### src/rtl/reg_write_arbiter.sv
// Round-robin arbiter that funnels C buffered write requests onto one
// register-file write port with a registered one-hot write enable.

module reg_write_arbiter_chan #(
  parameter int N  = 4,
  parameter int DW = 16
) (
  input  logic          Clk,
  input  logic          Reset,
  input  logic          req_valid,
  input  logic [N-1:0]  req_addr,
  input  logic [DW-1:0] req_data,
  input  logic          issue,
  output logic          req_ready,
  output logic          held,
  output logic [N-1:0]  addr,
  output logic [DW-1:0] data
);
  logic          held_q, held_d;
  logic [N-1:0]  addr_q, addr_d;
  logic [DW-1:0] data_q, data_d;
  logic          load;

  // Issuing entry may be replaced on the same edge for back-to-back writes.
  always_comb begin
    req_ready = ~Reset & (~held_q | issue);
    load      = req_valid & req_ready;
    held_d    = held_q;
    addr_d    = addr_q;
    data_d    = data_q;
    if (load) begin
      held_d = 1'b1;
      addr_d = req_addr;
      data_d = req_data;
    end else if (issue) begin
      held_d = 1'b0;
    end
  end

  always_ff @(posedge Clk) begin
    if (Reset) begin
      held_q <= 1'b0;
      addr_q <= '0;
      data_q <= '0;
    end else begin
      held_q <= held_d;
      addr_q <= addr_d;
      data_q <= data_d;
    end
  end

  assign held = held_q;
  assign addr = addr_q;
  assign data = data_q;
endmodule

module reg_write_arbiter #(
  parameter int N       = 4,
  parameter int DW      = 16,
  parameter int C       = 2,
  parameter int ZERO_RO = 0
) (
  input  logic            Clk,
  input  logic            Reset,
  input  logic [C-1:0]    ReqValid,
  input  logic [C*N-1:0]  ReqAddr,
  input  logic [C*DW-1:0] ReqData,
  output logic [C-1:0]    ReqReady,
  input  logic            Hold,
  output logic [2**N-1:0] WrEn,
  output logic [N-1:0]    WrAddr,
  output logic [DW-1:0]   WrData,
  output logic [C-1:0]    Grant
);
  localparam int M  = 2**N;
  localparam int PW = (C > 1) ? $clog2(C) : 1;

  logic [C-1:0]          held, sel;
  logic [C-1:0][N-1:0]   chan_addr;
  logic [C-1:0][DW-1:0]  chan_data;

  logic [PW-1:0] ptr_q, ptr_d, win;
  logic          found;
  int            idx;
  logic [N-1:0]  win_addr;
  logic [DW-1:0] win_data;

  logic [M-1:0]  wren_q, wren_d;
  logic [N-1:0]  wraddr_q, wraddr_d;
  logic [DW-1:0] wrdata_q, wrdata_d;
  logic [C-1:0]  grant_q, grant_d;

  for (genvar i = 0; i < C; i++) begin : g_chan
    reg_write_arbiter_chan #(.N(N), .DW(DW)) u_chan (
      .Clk       (Clk),
      .Reset     (Reset),
      .req_valid (ReqValid[i]),
      .req_addr  (ReqAddr[i*N +: N]),
      .req_data  (ReqData[i*DW +: DW]),
      .issue     (sel[i]),
      .req_ready (ReqReady[i]),
      .held      (held[i]),
      .addr      (chan_addr[i]),
      .data      (chan_data[i])
    );
  end

  // First held channel at or after the pointer, wrapping; Hold blocks all issue.
  always_comb begin
    sel   = '0;
    found = 1'b0;
    win   = '0;
    idx   = 0;
    for (int k = 0; k < C; k++) begin
      idx = int'(ptr_q) + k;
      if (idx >= C) idx = idx - C;
      if (!found && !Hold && held[PW'(idx)]) begin
        found = 1'b1;
        win   = PW'(idx);
      end
    end
    if (found) sel[win] = 1'b1;
    win_addr = chan_addr[win];
    win_data = chan_data[win];
  end

  always_comb begin
    wren_d   = '0;
    wraddr_d = wraddr_q;
    wrdata_d = wrdata_q;
    grant_d  = '0;
    ptr_d    = ptr_q;
    if (found) begin
      wraddr_d = win_addr;
      wrdata_d = win_data;
      grant_d  = sel;
      ptr_d    = (int'(win) + 1 >= C) ? '0 : PW'(int'(win) + 1);
      // Read-only register 0: the write retires but nothing is enabled.
      if (!(ZERO_RO != 0 && win_addr == '0)) begin
        for (int j = 0; j < M; j++) wren_d[j] = (win_addr == N'(j));
      end
    end
  end

  always_ff @(posedge Clk) begin
    if (Reset) begin
      ptr_q    <= '0;
      wren_q   <= '0;
      wraddr_q <= '0;
      wrdata_q <= '0;
      grant_q  <= '0;
    end else begin
      ptr_q    <= ptr_d;
      wren_q   <= wren_d;
      wraddr_q <= wraddr_d;
      wrdata_q <= wrdata_d;
      grant_q  <= grant_d;
    end
  end

  assign WrEn   = wren_q;
  assign WrAddr = wraddr_q;
  assign WrData = wrdata_q;
  assign Grant  = grant_q;
endmodule

### config.mk
export PLATFORM = sky130hd
export DESIGN_NAME = reg_write_arbiter
export DESIGN_NICKNAME = d
export VERILOG_FILES = /design/src/rtl/reg_write_arbiter.sv
export SDC_FILE = /design/constraint.sdc
export NUM_CORES = 1
export LEC_CHECK = 0
export ABC_AREA = 1
export BUFFER_PORTS_ARGS = -buffer_cell sky130_fd_sc_hd__buf_2
export CORE_ASPECT_RATIO = 0.9
export CORE_MARGIN = 2
export CORE_UTILIZATION = 52
export DETAILED_ROUTE_END_ITERATION = 8
export PLACE_DENSITY = 0.77
export SETUP_SLACK_MARGIN = 0.2
export SLEW_MARGIN = 20
export SYNTH_ARGS = -nofsm -noshare
export SYNTH_HDL_FRONTEND = slang
export SYNTH_SLANG_ARGS = --single-unit
### constraint.sdc
create_clock -name Clk -period 1.92 [get_ports Clk]
set_clock_uncertainty 0.2 [all_clocks]
set_input_delay 0.288 -clock Clk [delete_from_list [all_inputs] [get_ports Clk]]
set_output_delay 0.288 -clock Clk [all_outputs]
set_load 0.005 [all_outputs]
# [Word level (Yosys, flattened, before mapping)]
# Cells that the tools add are included.
[word_totals] elab_cells=79 ff_bits=81 out_inout_bits=40 inputBits=45
[classes] eq_ne=15 n_addsub=4 muxes=22 bitwise_logic=10 n_lt_le_gt_ge=7 reduce_logical=10
[op_table] operator="4-bit equality test (second input constant)" n=8
[op_table] operator="32-bit by 3-bit >= comparator with 1-bit output (second input constant)" n=1
[op_table] operator="16-bit 2-to-1 mux" n=2
[op_table] operator="4-bit by 3-bit equality test with 1-bit output (second input constant)" n=4
[op_table] operator="1-bit 2-to-1 mux" n=16
[op_table] operator="4-bit by 2-bit equality test with 1-bit output (second input constant)" n=2
[op_table] operator="4-bit 2-to-1 mux" n=2
[op_table] operator="1-bit by 3-bit less-than comparator with 1-bit output (second input constant)" n=2
[op_table] operator="1-bit by 1-bit adder with 2-bit output (second input constant)" n=2
[op_table] operator="1-bit bitwise AND" n=4
[op_table] operator="4-bit by 1-bit equality test with 1-bit output (second input constant)" n=1
[op_table] operator="1-bit logical AND" n=4
[op_table] operator="4-bit logical NOT" n=1
[op_table] operator="1-bit inverter" n=4
[op_table] operator="2-bit nonzero test" n=2
[op_table] operator="1-bit by 2-bit >= comparator with 1-bit output (second input constant)" n=1
[op_table] operator="2-bit >= comparator (second input constant)" n=1
[op_table] operator="1-bit logical NOT" n=2
[op_table] operator="1-bit by 2-bit less-than comparator with 1-bit output (second input constant)" n=1
[op_table] operator="2-bit 2-to-1 mux" n=1
[op_table] operator="1-bit OR" n=2
[op_table] operator="2-bit OR reduction" n=1
[op_table] operator="1-bit subtractor (second input constant)" n=2
[op_table] operator="1-bit demux with 1-bit select" n=1
[op_table] operator="1-bit >= comparator (second input constant)" n=1

# [Logic depth before layout (Yosys ltp)]
# Gate-level depths: netlist (run 1).
[depth] ltp_word=20 ltp_mapped=9 mapped_depth_nobuf=7

# [By module]
# A second synthesis (run 1) with hierarchy kept.
[unflattened] cells_unflattened=494 area_unflattened_um2=3532.1
[by_module_without_submodules] module="reg_write_arbiter_chan" area_per_inst_um2=996.0 seq_area_each_um2=420.4 instances=2 cells_each=138
[by_module_without_submodules] module="reg_write_arbiter" area_per_inst_um2=1540.2 seq_area_each_um2=780.7 instances=1 cells_each=218

# [Least setup slack after synthesis (run 1)]
# Ideal clock, no wire load.
[synth_path] path_kind="flip-flop to output port" startpoint="reg g_chan[0].u_chan.held_q" endpoint="out ReqReady[0]" path_stages_with_launch=10 required_time_ns=1.432 setup_slack_ns=0.304 t_arrival_ns=1.128 path_buffers=3 cell_sequence="dfxtp_1 buf_6 inv_2 nor2_4 nand2_4 nand2_4 buf_6 nand2_1 inv_1 buf_4"
[synth_between] elab_chain_cells=15 word_cells_on_any_way=21 classes_between="2 x order compare; 11 x mux; 3 x bitwise; 5 x reduce/logical"
[synth_lines] element="start: declaration" line="19" source="logic held_q, held_d;"
[synth_lines] element="start signal: assignment" line="46" source="held_q <= held_d;"
[synth_lines] element="1-bit 2-to-1 mux (not written as such) (2 in a row)" line="117" source="if (!found && !Hold && held[PW'(idx)]) begin"
[synth_lines] element="1-bit logical AND" line="117"
[synth_lines] element="1-bit 2-to-1 mux" line="117"
[synth_lines] element="1-bit logical NOT" line="117"
[synth_lines] element="1-bit logical AND (2 in a row)" line="117"
[synth_lines] element="1-bit 2-to-1 mux" line="117"
[synth_lines] element="1-bit by 2-bit less-than comparator with 1-bit output (not written as such) or 1-bit >= comparator (tied branches)" line="122" source="if (found) sel[win] = 1'b1;"
[synth_lines] element="1-bit logical AND (not written as such)" line="122"
[synth_lines] element="1-bit 2-to-1 mux (not written as such)" line="122"
[synth_lines] element="1-bit demux with 1-bit select" line="122"
[synth_lines] element="2-bit 2-to-1 mux" line="122"
[synth_lines] element="1-bit OR *" line="26" source="req_ready = ~Reset & (~held_q | issue);"
[synth_lines] element="1-bit bitwise AND *" line="26"
[synth_lines] element="end: declaration" line="68" source="output logic [C-1:0] ReqReady,"
# Mark *: on every way between the ends. The rest lies on a longest branch, timed or not. The select of a mux whose other input is x is not followed.

# [Final worst setup path (run 1)]
# Ends and elaborated chain as after synthesis.

==> results of run 1 <==
==> what timing repair did <==
action / CTS / global route
cloned: 0 / 0
setup endpoints to repair: 42 / 33
pin swaps: 3 / 4
setup buffers: 6 / 2
gates resized for setup: 9 / 6
hold endpoints to repair: 38 / 0
hold buffers: 38 / 0
==> registers in the layout (all words and copies together), names as in the netlist <==
register / flops
WrAddr: 4
g_chan.u_chan.addr: 8
WrData: 16
WrEn: 16
Grant: 2
g_chan.u_chan.data: 32
ptr_q: 1
g_chan.u_chan.held: 2
==> worst paths after layout <==
kind,cells past startpoint,end,startpoint
setup / recovery,7,ReqReady[0],g_chan[0].u_chan.held
hold / removal,3,g_chan[0].u_chan.data[15],ReqData[15]
setup reg to reg,7,WrData[2],g_chan[0].u_chan.held
hold reg to reg,2,g_chan[1].u_chan.data[5],g_chan[1].u_chan.data[5]
==> cells in the final DEF, fill, tap and decap left out, drive strengths merged, types with 2 or more instances in the layout <==
cell type and count:
nand2 143, buf 104, dfxtp 81, nor2 81
nand3 54, inv 41, dlygate4sd3 38, nand4 24
clkbuf 9, clkinvlp 4, o21ai 4, a21oi 4
clkinv 2
==> layer usage <==
layer	part of all wire, %	global-route usage (%)	vias up
li1	-	-	1693
met1	45	35.5	1517
met2	47	42.4	132
met3	6.7	8.69	13
met4	1.4	8.64	0
met5	0	0	-
==> power groups by stage <==
stage	combinational [mW]	clock, mW	sequential [mW]
floorplan	0.258	0	1.83
global placement	0.359	0	1.84
detailed placement	0.368	0	1.85
CTS	0.451	1.28	1.81
global route	0.517	1.36	1.82
finish	0.467	1.26	1.81
==> final cells by class <==
cell class	count	area [µm²]	share of cell area [%]
clock buffers	9	124	2.77
clock inverters	7	78.8	1.76
inverters	41	158	3.53
multi-input cells	311	1390	31.2
flip-flops and latches	81	1630	36.4
well taps	87	109	2.43
repair buffers	142	980	21.9
==> cells by family after synthesis <==
kind of cell	Yosys count
flip-flops	81
AND/OR/NAND/NOR	303
AO/OA/AOI/OAI	8
buffers and inverters	72
==> Yosys cell counts (2+ instances only) <==
cell / instances / area share, %
nand2_1: 139 / 16
dfxtp_1: 81 / 49
nor2_1: 80 / 9.1
nand3_1: 52 / 7.9
inv_1: 39 / 4.4
nand4_1: 24 / 4.5
buf_2: 15 / 2.3
clkbuf_1: 6 / 0.68
buf_6: 5 / 1.7
a21oi_1: 4 / 0.60
buf_4: 4 / 0.91
o21ai_0: 3 / 0.45
inv_2: 2 / 0.23
nand2_2: 2 / 0.38
nand2_4: 2 / 0.68
==> through the flow <==
stage | utilization [%] | cells | setup slack [ns]
floorplan | - | 464 | 0.304
global placement | 61.1 | 616 | 0.208
detailed placement | 61.1 | 616 | 0.124
CTS | 72.0 | 676 | 0.199
global route | 72.7 | 678 | 0.121
finish | 72.7 | 678 | 0.176
==> worst max-delay path: cells and delay by family (launching register included) <==
family                 cells  cell delay, ns
DFF                        1            0.38
and+or+nand+nor            4            0.31
buffers and inverters      3            0.20
==> impl_metrics.py, run 1 <==
metrics = {
    "timing": {
        "worst_pin_slew_ns": 0.413,
        "drv_slew": 0,
        "max_slew_margin_pct": 72.5,
        "min_period_over_period_pct": 90.8,
        "hold_violations": 0,
        "period_minus_slack_ns": 1.74,
        "tns_ns": 0,
        "max_clock_freq_mhz": 573,
        "finalSetupViolCount": 0,
        "rsz0062_at_grt": "yes",
        "hold_ws_ns": 0.00650,
    },
    "final_layout": {
        "stdcell_area_um2": 4470,
        "num-fill-cells": 505,
        "drive_above_1_share_pct": 23.4,
        "n_antenna_cell": 0,
        "nNetsFinal": 631,
        "syn2layout_area_growth_pct": 34.9,
    },
    "yosys": {
        "synth_xor_area_share_pct": 0,
        "synthAdderAreaFrac_pct": 0,
        "synth-compound-area-share_pct": 1.21,
        "syn-cell-area_um2": 3310,
        "syn_area_per_cell_um2": 7.14,
        "syn_nets": 509,
        "ys_seq_area_share_pct": 48.9,
        "synthSimpleGateAreaFrac_pct": 39.6,
        "synth-edff-count": 0,
        "synthesis.instances": 464,
        "synth_top_family_by_area": "simple AND/OR/NAND/NOR gates",
        "synth-main-ff-cell": "dfxtp_1",
        "async_reset_ff_share_pct": 0,
        "synth_seq_cells": 81,
        "muxShareOfSynthArea_pct": 0,
        "yosysUniqueCellTypes": 21,
        "yosysWarnings": 0,
    },
    "die": {
        "fp.dieH_um": 79.7,
        "start_util_pct": 53.9,
        "dieWidth_um": 88.2,
        "pin_count": 85,
        "core_um2": 6150,
        "die_area_um2": 7030,
        "row_count": 27,
    },
    "global_routing": {
        "grt_max_degree": 48,
        "grt_overflow_total": 0,
        "grt_pass1_wl_um": 14500,
        "antenna_found_initial": 0,
        "grt_pass1_vias": 3142,
        "track_usage_pct": 27.1,
    },
    "cts": {
        "numCtsBuffers": 9,
        "clk_pin_slew_ns": 0.09,
        "cts-root-buf": "clkbuf_8",
        "cts_max_level": 3,
        "tritoncts": "done",
        "clock_latency_ns": 0.36,
        "clock-sinks": 81,
        "clockBufferDepth": 2,
    },
    "drt": {
        "finalWirelength_um": 8940,
        "vias": 3355,
        "routed_via_density": 4.95,
        "drc": 0,
        "drt_iter0_drc": 300,
        "antenna_left": 0,
        "wire_per_inst_um": 13.2,
        "dr.pass1.iters": 5,
    },
    "placed_design": {
        "numPortBuffers": 84,
        "routabilityCongestion": 0.824,
        "post_dp_cell_area_um2": 3760,
        "place_hpwl_um": 5790,
    },
    "setup_path": {
        "worstPathRequired_ns": 1.43,
        "cpPeakStageDelay_ns": 0.38,
        "arrival_ns": 1.26,
        "critPathLaunchType": "register",
        "cpMaxStageDelayCell": "dfxtp_4",
        "crit_path_cell_trace": "inv_2 > nor2_4 > nand2_4 > nand2_8 > nand2_1 > inv_1 > buf_2",
        "crit_path_end_kind": "primary output",
        "r2r_slack_ns": 0.27,
        "path_class": "register to primary output",
        "crit_fanout": 3,
    },
    "power_and_ir_drop": {
        "powerDensity_nw_per_um2": 791,
        "comb_power_share_pct": 13.2,
        "power.share.sequential_pct": 51.1,
        "intPower_mw": 2.58,
        "total_power_mw": 3.54,
        "swShare_pct": 27.2,
        "peakVddDrop_v": 0.000798,
        "p_switching_uw": 961,
        "clkPwrFrac_pct": 35.7,
        "p_leak_nw": 2.26,
    },
    "min_path": {
        "hold_class": "input port to register",
    },
    "status": {
        "status": "finished clean",
    },
    "run": {
        "max_cap_viol_count": 0,
    },
}
No activity file was read; power rests on OpenSTA's default activity.
==> inputs of run 2 (changes only) <==
--- a/constraint.sdc
+++ b/constraint.sdc
@@ -4,2 +4,2 @@
 set_output_delay 0.288 -clock Clk [all_outputs]
-set_load 0.005 [all_outputs]
+set_load 0.02 [all_outputs]
==> run 2 against run 1 <==
- power fell by 4.3%
- non-clock buffer count fell by 6
- critical endpoint unchanged
- first-iteration DRC count fell by 12%
==> impl_metrics.py, run 2 (synthesized netlist as in run 1, its figures left out) <==
metrics = {
    "status": {
        "status": "finished clean",
    },
    "run": {
        "max_cap_viol_count": 0,
    },
    "drt": {
        "wire_per_inst_um": 13.3,
        "drc": 0,
        "vias": 3328,
        "finalWirelength_um": 8930,
        "antenna_left": 0,
        "routed_via_density": 4.95,
        "drt_iter0_drc": 263,
        "dr.pass1.iters": 4,
    },
    "setup_path": {
        "r2r_slack_ns": 0.33,
        "cpPeakStageDelay_ns": 0.38,
        "timing.rr.start": "ptr_q",
        "path_class": "register to primary output",
        "cpMaxStageDelayCell": "dfxtp_4",
        "crit_path_end_kind": "primary output",
        "arrival_ns": 1.23,
        "r2r_end": "WrData[4]",
        "worstPathRequired_ns": 1.43,
        "crit_fanout": 4,
        "critPathLaunchType": "register",
        "cpMostUsedCell": "nand2_4",
        "crit_path_cell_trace": "inv_4 > nor2_4 > nand2_4 > nand2_8 > nand2_4 > inv_2 > buf_6",
        "reg2reg_depth": 6,
    },
    "die": {
        "die_area_um2": 7030,
        "core_um2": 6150,
        "row_count": 27,
        "dieWidth_um": 88.2,
        "fp.dieH_um": 79.7,
        "start_util_pct": 53.9,
        "pin_count": 85,
    },
    "final_layout": {
        "drive_above_1_share_pct": 22.4,
        "final_common_cell": "nand2_1",
        "final_cell_mix": "138 x nand2_1, 82 x buf_2, 80 x nor2_1",
        "num-fill-cells": 529,
        "n_antenna_cell": 0,
        "syn2layout_area_growth_pct": 31.6,
        "stdcell_area_um2": 4360,
        "regArea_um2": 1630,
        "nNetsFinal": 626,
        "multi_input_area_um2": 1390,
        "largest_register_ffs": 32,
    },
    "placed_design": {
        "routabilityCongestion": 0.847,
        "dp_slack_ns": 0.190,
        "place_hpwl_um": 5860,
        "post_dp_cell_area_um2": 3760,
        "numPortBuffers": 84,
    },
    "min_path": {
        "whs_endpoint": "g_chan[0].u_chan.data[3]",
        "hold_class": "input port to register",
        "hold_start": "ReqData[3]",
        "hold_depth": 3,
    },
    "cts": {
        "clock-sinks": 81,
        "tritoncts": "done",
        "numCtsBuffers": 9,
        "clock_latency_ns": 0.35,
        "cts-root-buf": "clkbuf_8",
        "cts_max_level": 3,
        "clockBufferDepth": 2,
        "clk_pin_slew_ns": 0.08,
    },
    "timing": {
        "rsz0062_at_grt": "yes",
        "period_minus_slack_ns": 1.72,
        "fin_ws_ns": 0.204,
        "drv_slew": 0,
        "max_clock_freq_mhz": 583,
        "hold_violations": 0,
        "max_slew_margin_pct": 67.5,
        "worst_pin_slew_ns": 0.487,
        "finalSetupViolCount": 0,
        "min_period_over_period_pct": 89.4,
        "tns_ns": 0,
    },
    "power_and_ir_drop": {
        "total_power_mw": 3.39,
        "powerDensity_nw_per_um2": 777,
        "p_leak_nw": 2.22,
        "peakVddDrop_v": 0.000608,
    },
    "global_routing": {
        "grt_pass1_wl_um": 14800,
        "grt_pass1_vias": 3255,
        "grt_max_degree": 26,
        "grt_overflow_total": 0,
        "track_usage_pct": 27.3,
        "antenna_found_initial": 0,
    },
}
==> run 2: changes by cell type in the layout (fill, tap and decap cells not counted), moves of 2 or more <==
cell           change
buf_12             -2
buf_2              -2
clkinv_2           +2
clkinv_4           -2
dlygate4sd3_1      -3
nand2_2            -2
nor2_1             +2
nor2_2             -2
==> run 2: worst max path at each step <==
stage	slack (ns)	start	cells after the start	endpoint
final	0.20	g_chan[0].u_chan.held	7	ReqReady[0]
after global routing	0.13	g_chan[0].u_chan.held	7	ReqReady[0]
after CTS	0.17	g_chan[0].u_chan.held	7	ReqReady[0]
after detailed placement	0.19	g_chan[0].u_chan.held	7	g_chan[0].u_chan.data[3]
after global placement	0.25	g_chan[0].u_chan.held	7	ReqReady[0]
after floorplan	0.27	g_chan[0].u_chan.held	9	ReqReady[0]
==> run 2: report_power, final <==
| part | total (mW) | internal [mW] | switching (mW) |
|---|---|---|---|
| Clock | 1.10 | 0.492 | 0.606 |
| Combinational | 0.481 | 0.198 | 0.282 |
| Sequential | 1.81 | 1.76 | 0.0439 |
==> run 2: area by class of cell <==
cell class	instances	area share, %
sequential	81	37.4
multi-input combinational	312	31.9
timing repair buffer	136	20.8
inverter	41	3.59
clock buffer	10	3.16
tap	87	2.50
clock inverter	5	0.746
==> run 2: layer usage <==
layer / track usage, % / routed length, µm / up-vias
met2: 44.7 / 4330 / 134
met1: 35.6 / 3800 / 1492
li1: - / - / 1682
met5: 0 / 0 / -
met4: 7.73 / 182 / 0
met3: 6.93 / 608 / 20
==> run 2: repair_timing <==
item | 4_1_cts | 5_1_grt
gates resized for setup | 11 | 3
hold buffers | 35 | 0
buffers inserted | 3 | 0
setup endpoints to repair | 13 | 21
pin swaps | 3 | 3
endpoints found under the hold margin | 35 | 0
cloned | 0 | 1
==> run 2: worst max-delay path: cells and delay by family, from the launching register on <==
family,cells,cell delay (ns)
buffers and inverters,3,0.19
flip-flops,1,0.38
AND/OR/NAND/NOR,4,0.30
==> run 2: through the flow <==
step | std cells | hold slack, ns | util [%]
floorplan | 464 | 0.222 | -
global placement | 618 | 0.254 | 61.2
detailed placement | 618 | 0.258 | 61.2
CTS | 671 | 0.00279 | 70.5
global route | 672 | 0.0197 | 70.9
finish | 672 | 0.0172 | 70.9
